### src/rtl/disp_pkg.sv
// -----------------------------------------------------------------------------
// disp_pkg
// Shared types and constants for the four-digit seven-segment display
// controller: controller state encoding, the hex-to-segment table and the
// blank (all-off) patterns for the active-low segment and anode buses.
// -----------------------------------------------------------------------------
package disp_pkg;

    typedef enum logic [1:0] {
        IDLE = 2'd0,  // nothing committed yet, display blank
        SCAN = 2'd1,  // showing the committed CPU value
        HALT = 2'd2   // showing the captured halt value, blinking
    } state_e;

    // Active-low segment patterns, bit order {g,f,e,d,c,b,a}, indexed by nibble.
    localparam logic [6:0] HEX_SEG [16] = '{
        7'h40, 7'h79, 7'h24, 7'h30, 7'h19, 7'h12, 7'h02, 7'h78,
        7'h00, 7'h10, 7'h08, 7'h03, 7'h46, 7'h21, 7'h06, 7'h0E
    };

    localparam logic [6:0] BLANK_SEG = 7'h7F;
    localparam logic [3:0] BLANK_AN  = 4'hF;

endpackage

### src/rtl/hex7seg.sv
// -----------------------------------------------------------------------------
// hex7seg
// Combinational nibble to seven-segment lookup.
//   nibble_i : hex digit to encode
//   seg_o    : active-low segments {g,f,e,d,c,b,a}
// -----------------------------------------------------------------------------
module hex7seg
    import disp_pkg::*;
(
    input  logic [3:0] nibble_i,
    output logic [6:0] seg_o
);

    assign seg_o = HEX_SEG[nibble_i];

endmodule

### src/rtl/display_scan_ctrl.sv
// -----------------------------------------------------------------------------
// display_scan_ctrl
// Four-digit multiplexed seven-segment display controller. CPU writes land in
// a shadow register and are committed only at frame end, so a frame is never
// torn. Once the core halts, the display switches (at a frame end) to the PC
// value captured at halt time and blinks it.
//   clk, rst   : clock, asynchronous active-high reset
//   wr_en      : one-cycle CPU store strobe, wr_data carries four hex nibbles
//   halt       : core halted (level), halt_val captured on its first cycle
//   seg        : registered active-low segments {g,f,e,d,c,b,a}
//   an         : registered active-low one-hot anodes
//   frame_done : registered one-cycle pulse after each frame end
// -----------------------------------------------------------------------------
module display_scan_ctrl
    import disp_pkg::*;
#(
    parameter int unsigned SCAN_DIV     = 100000,
    parameter int unsigned BLINK_FRAMES = 64
) (
    input  logic        clk,
    input  logic        rst,
    input  logic        wr_en,
    input  logic [15:0] wr_data,
    input  logic        halt,
    input  logic [15:0] halt_val,
    output logic [6:0]  seg,
    output logic [3:0]  an,
    output logic        frame_done
);

    localparam int unsigned CNT_W = (SCAN_DIV > 1) ? $clog2(SCAN_DIV) : 1;
    localparam int unsigned FRM_W = (BLINK_FRAMES > 1) ? $clog2(BLINK_FRAMES) : 1;
    localparam logic [CNT_W-1:0] CNT_LAST = CNT_W'(SCAN_DIV - 1);
    localparam logic [FRM_W-1:0] FRM_LAST = FRM_W'(BLINK_FRAMES - 1);

    logic [CNT_W-1:0] cnt_q,      cnt_d;
    logic [1:0]       digit_q,    digit_d;
    logic [15:0]      shadow_q,   shadow_d;
    logic             pend_q,     pend_d;
    logic [15:0]      disp_q,     disp_d;
    logic             halt_lat_q, halt_lat_d;
    logic [15:0]      hval_q,     hval_d;
    state_e           state_q,    state_d;
    logic             vis_q,      vis_d;
    logic [FRM_W-1:0] fcnt_q,     fcnt_d;
    logic [6:0]       seg_q,      seg_d;
    logic [3:0]       an_q,       an_d;
    logic             frame_done_q, frame_done_d;

    logic             tc;
    logic             frame_end;
    logic             commit;
    logic             halt_now;
    logic [15:0]      src;
    logic [3:0]       nibble;
    logic [6:0]       hex_seg;

    hex7seg u_hex7seg (
        .nibble_i (nibble),
        .seg_o    (hex_seg)
    );

    // NOTE: every always_comb output gets a default first, so no path can
    // leave a signal unassigned and infer a latch.
    always_comb begin
        tc        = (cnt_q == CNT_LAST);
        frame_end = tc && (digit_q == 2'd3);
        // A write in the frame-end cycle itself is the newest value and commits.
        commit    = frame_end && (pend_q || wr_en);
        // A halt seen in the frame-end cycle already counts for this frame end.
        halt_now  = halt_lat_q || halt;

        cnt_d   = tc ? '0 : cnt_q + 1'b1;
        digit_d = tc ? digit_q + 2'd1 : digit_q;

        shadow_d = wr_en ? wr_data : shadow_q;
        pend_d   = pend_q;
        disp_d   = disp_q;
        if (commit) begin
            disp_d = wr_en ? wr_data : shadow_q;
            pend_d = 1'b0;
        end else if (wr_en) begin
            pend_d = 1'b1;
        end

        halt_lat_d = halt_now;
        hval_d     = (halt && !halt_lat_q) ? halt_val : hval_q;

        state_d = state_q;
        if (frame_end) begin
            unique case (state_q)
                IDLE: begin
                    if (halt_now)    state_d = HALT;
                    else if (commit) state_d = SCAN;
                end
                SCAN:    if (halt_now) state_d = HALT;
                HALT:    state_d = HALT;
                default: state_d = IDLE;
            endcase
        end

        // Blink phase only runs while halted; entry restarts it visible.
        fcnt_d = fcnt_q;
        vis_d  = vis_q;
        if (frame_end) begin
            if (state_q == HALT) begin
                if (fcnt_q == FRM_LAST) begin
                    fcnt_d = '0;
                    vis_d  = ~vis_q;
                end else begin
                    fcnt_d = fcnt_q + 1'b1;
                end
            end else if (state_d == HALT) begin
                fcnt_d = '0;
                vis_d  = 1'b1;
            end
        end

        src    = (state_q == HALT) ? hval_q : disp_q;
        nibble = src[{digit_q, 2'b00} +: 4];

        an_d  = BLANK_AN;
        seg_d = BLANK_SEG;
        if ((state_q == SCAN) || ((state_q == HALT) && vis_q)) begin
            an_d  = ~(4'b0001 << digit_q);
            seg_d = hex_seg;
        end

        frame_done_d = frame_end;
    end

    // NOTE: sequential state uses non-blocking assignments only, so every
    // register samples the pre-edge values regardless of statement order.
    always_ff @(posedge clk or posedge rst) begin
        if (rst) begin
            cnt_q        <= '0;
            digit_q      <= 2'd0;
            shadow_q     <= 16'h0000;
            pend_q       <= 1'b0;
            disp_q       <= 16'h0000;
            halt_lat_q   <= 1'b0;
            hval_q       <= 16'h0000;
            state_q      <= IDLE;
            vis_q        <= 1'b1;
            fcnt_q       <= '0;
            seg_q        <= BLANK_SEG;
            an_q         <= BLANK_AN;
            frame_done_q <= 1'b0;
        end else begin
            cnt_q        <= cnt_d;
            digit_q      <= digit_d;
            shadow_q     <= shadow_d;
            pend_q       <= pend_d;
            disp_q       <= disp_d;
            halt_lat_q   <= halt_lat_d;
            hval_q       <= hval_d;
            state_q      <= state_d;
            vis_q        <= vis_d;
            fcnt_q       <= fcnt_d;
            seg_q        <= seg_d;
            an_q         <= an_d;
            frame_done_q <= frame_done_d;
        end
    end

    assign seg        = seg_q;
    assign an         = an_q;
    assign frame_done = frame_done_q;

endmodule

### config.mk
export PLATFORM = sky130hd
export DESIGN_NAME = display_scan_ctrl
export DESIGN_NICKNAME = d
export VERILOG_FILES = /design/src/rtl/disp_pkg.sv /design/src/rtl/hex7seg.sv /design/src/rtl/display_scan_ctrl.sv
export SDC_FILE = /design/constraint.sdc
export NUM_CORES = 1
export LEC_CHECK = 0
export ABC_AREA = 1
export ABC_CLOCK_PERIOD_IN_PS = 3100
export BUFFER_PORTS_ARGS = -buffer_cell sky130_fd_sc_hd__buf_4
export CORE_MARGIN = 3
export CORE_UTILIZATION = 40
export CTS_BUF_LIST = sky130_fd_sc_hd__clkbuf_8
export CTS_CLUSTER_SIZE = 16
export DETAILED_ROUTE_END_ITERATION = 12
export MAX_ROUTING_LAYER = met4
export PLACE_DENSITY = 0.59
export REMOVE_ABC_BUFFERS = 1
export SLEW_MARGIN = 10
export SYNTH_ARGS = -nofsm -noshare
export SYNTH_HDL_FRONTEND = slang
export SYNTH_SLANG_ARGS = --single-unit
### constraint.sdc
create_clock -name clk -period 3.1 [get_ports clk]
set_input_delay 0.62 -clock clk [delete_from_list [all_inputs] [get_ports clk]]
set_output_delay 0.62 -clock clk [all_outputs]
set_load 0.05 [all_outputs]
==> flow_summary.ini <==
[outcome]
status = finished clean

[power]
leakage_uw = 0.002658
vdd_drop_max_v = 0.0002391
powerDensity_nw_per_um2 = 424.4

[synthesis]
ys_warn_count = 0
postSynthCellCount = 574
syn_area_sq_um = 4553
ys_seq_area_frac = 0.4979
avgSynthCellArea_sq_um = 7.932
synth-seq-cells = 90
synth.distinct_cells = 31

[floorplan]
initial_utilization = 0.4146
die-area_sq_um = 12700
dieHeight_um = 112.7
ios = 48
rows = 38
core-area_sq_um = 10980
die_w_um = 112.7

[worst_setup_path]
worstSetupEndpoint = seg[5]$_DFF_PP1_
slowest_stage = dfrtp_1
cp_num_cells = 11
reg2reg_depth = 11
critPathMaxFanout = 23
startpoint = state_q[1]$_DFF_PP0_
rrSetupSlack_ns = 0.98
r2r_end = seg[5]$_DFF_PP1_
cpMostUsedCell = nand2_1
cpPeakStageDelay_ns = 0.56
crit_path_start_kind = register
critPathTopFamily = simple AND/OR/NAND/NOR gates
critPathKind = reg2reg
endpoint_kind = register
crit_chain = nand2_4 > o21ai_0 > nand2_1 > nand3_1 > nand2_1 > inv_1 > ha_1 > nand3_1 > nand2_1 > nand2_1 > nand2_1
cp.arrival_ns = 2.43
crit_required_ns = 3.41
reg2reg_from = state_q[1]$_DFF_PP0_
critical_path_buf_inv_count = 1

[route]
drt_pass1_iterations = 4
drc_errors = 0
wl_um = 9815
ant_nets = 0
detail_route.vias_per_cell = 4.776
avgRoutedWirePerCell_um = 12.86
drtIter0Drc = 207
route.vias.total = 3644

[sta]
setup_viol = 0
layout_min_cycle_time_ns = 2.120
hold_viol_final = 0
slew_viol_final = 0
slew-limit-headroom = 0.3188
skew_ns = 0.007911
timing.fmax_mhz = 471.6
finalSetupTns_ns = 0
rsz0062_at_grt = false
min_period_over_period = 0.6840
worstMarginPinSlew_ns = 1.019

[placement]
io_buffers = 47
dp_hpwl_um = 7262
dp_cells = 748
gp_congestion = 0.9042

[final_layout]
layout_common_cells = nand2_1 (199), dfrtp_1 (78), inv_1 (69)
nets = 667
synthToLayoutAreaGrowth_pct = 14.51
layout-drive-gt1-share = 0.1621
n_antenna_cell = 0
final_cells = 763
layout.cells.most_common = nand2_1

[clock_network]
clk_pin_slew_ns = 0.09
cts_tree = done
cts_buffers = 9
cts_resized = 0
ctsLongestPathBuffers = 2
clockRootBuffer = clkbuf_8
cts.htree.levels = 3
clock_sinks = 90
cts_setup_buffers = 0
cts_hold_buffers = 0
clk_latency_ns = 0.37

[global_routing]
grt_max_degree = 43
grt_overflow = 0
grt_antenna_before_repair = 0
track_usage = 0.1713
grt_pass1_wl_um = 16880
first_global_vias = 3410

[run]
cap_violations = 0

[min_path]
worstHoldPathType = in2async
## final cells by class
cell class | instances | area, sq um
Sequential cell | 90 | 2267
Fill cell | 1044 | 5769
Inverter | 75 | 287.8
Multi-Input combinational cell | 394 | 1912
Clock buffer | 9 | 123.9
Tap cell | 140 | 175.2
Timing Repair Buffer | 49 | 380.4
Clock inverter | 6 | 67.56
## Yosys cell counts
cell type,instances,share of area
nand2_2,1,0.0014
nand3_2,3,0.0066
buf_1,3,0.0025
nand3b_1,3,0.0049
nand4_1,9,0.012
a21oi_1,20,0.022
clkbuf_1,3,0.0025
nand3_1,51,0.056
nand2_4,2,0.0049
nor4_1,2,0.0027
buf_4,3,0.0049
nor2_8,1,0.0044
clkinv_4,1,0.0019
inv_2,5,0.0041
nor3_1,9,0.0099
nand3_4,1,0.0038
or2_2,2,0.0027
ha_1,12,0.033
o21ai_0,10,0.011
dfstp_2,12,0.069
nor2_1,49,0.040
nor3b_1,1,0.0016
nand2_1,199,0.16
o21ai_2,6,0.012
nor2_4,3,0.0074
dfrtp_1,78,0.43
xor2_1,9,0.017
inv_1,69,0.057
buf_2,4,0.0044
buf_6,2,0.0049
a22oi_1,1,0.0016
## worst min-delay path by stage
stage                  startpoint                endpoint  slack [ns]  depth (start not counted)
6_report                      rst  shadow_q[10]$_DFF_PP0_        0.34                          2
5_1_grt                       rst   shadow_q[8]$_DFF_PP0_        0.40                          2
4_1_cts                       rst   shadow_q[4]$_DFF_PP0_        0.37                          2
3_3_place_gp   cnt_q[0]$_DFF_PP0_      cnt_q[0]$_DFF_PP0_        0.45                          1
3_5_place_dp   cnt_q[0]$_DFF_PP0_      cnt_q[0]$_DFF_PP0_        0.45                          1
2_1_floorplan  cnt_q[0]$_DFF_PP0_      cnt_q[0]$_DFF_PP0_        0.43                          1
## logic make-up after synthesis
logic type | count (synthesis) | share of synthesized area
flip-flops | 90 | 0.4979
buffers and inverters | 90 | 0.08217
AND/OR/NAND/NOR | 336 | 0.3234
adder cells (fa/ha/maj) | 12 | 0.03298
XOR/XNOR | 9 | 0.01731
AO/OA/AOI/OAI | 37 | 0.04617
## stage by stage
| stage | setup slack, ns | power (uW) | cell area (sq um) | utilization | hold WS (ns) |
|---|---|---|---|---|---|
| 2_1_floorplan | 0.1646 | 1353 | 4466 | - | 0.4329 |
| 3_3_place_gp | 1.135 | 1428 | 5022 | 0.4573 | 0.4457 |
| 3_5_place_dp | 1.041 | 1433 | 5022 | 0.4573 | 0.4545 |
| 4_1_cts | 0.9849 | 2248 | 5214 | 0.4747 | 0.3675 |
| 5_1_grt | 0.7565 | 2334 | 5214 | 0.4747 | 0.3962 |
| 6_report | 0.9797 | 2213 | 5214 | 0.4747 | 0.3431 |
## flip-flops by register name (all words and copies together), names as in the netlist
| name | count |
|---|---|
| hval_q | 16 |
| shadow_q | 16 |
| an | 4 |
| disp_q | 16 |
| fcnt_q | 6 |
| seg | 7 |
| digit_q | 2 |
| frame_done | 1 |
| halt_lat_q | 1 |
| vis_q | 1 |
| pend_q | 1 |
| state_q | 2 |
| cnt_q | 17 |
## routing by layer
layer / global-route usage / wire length [um] / share of wire
met3: 0.03583 / 327 / 0.033
met4: 0.07292 / 185 / 0.019
met1: 0.2478 / 4977 / 0.51
met2: 0.2326 / 4324 / 0.44
met5: - / 0 / 0
## report_power, final
part | switching [uW] | internal, uW | leakage [uW] | total, uW
clock | 433 | 372 | 0.0000975 | 806
sequential | 10.1 | 1210 | 0.00109 | 1220
combinational | 116 | 70.4 | 0.00147 | 186
No activity file was read; power rests on OpenSTA's default activity.
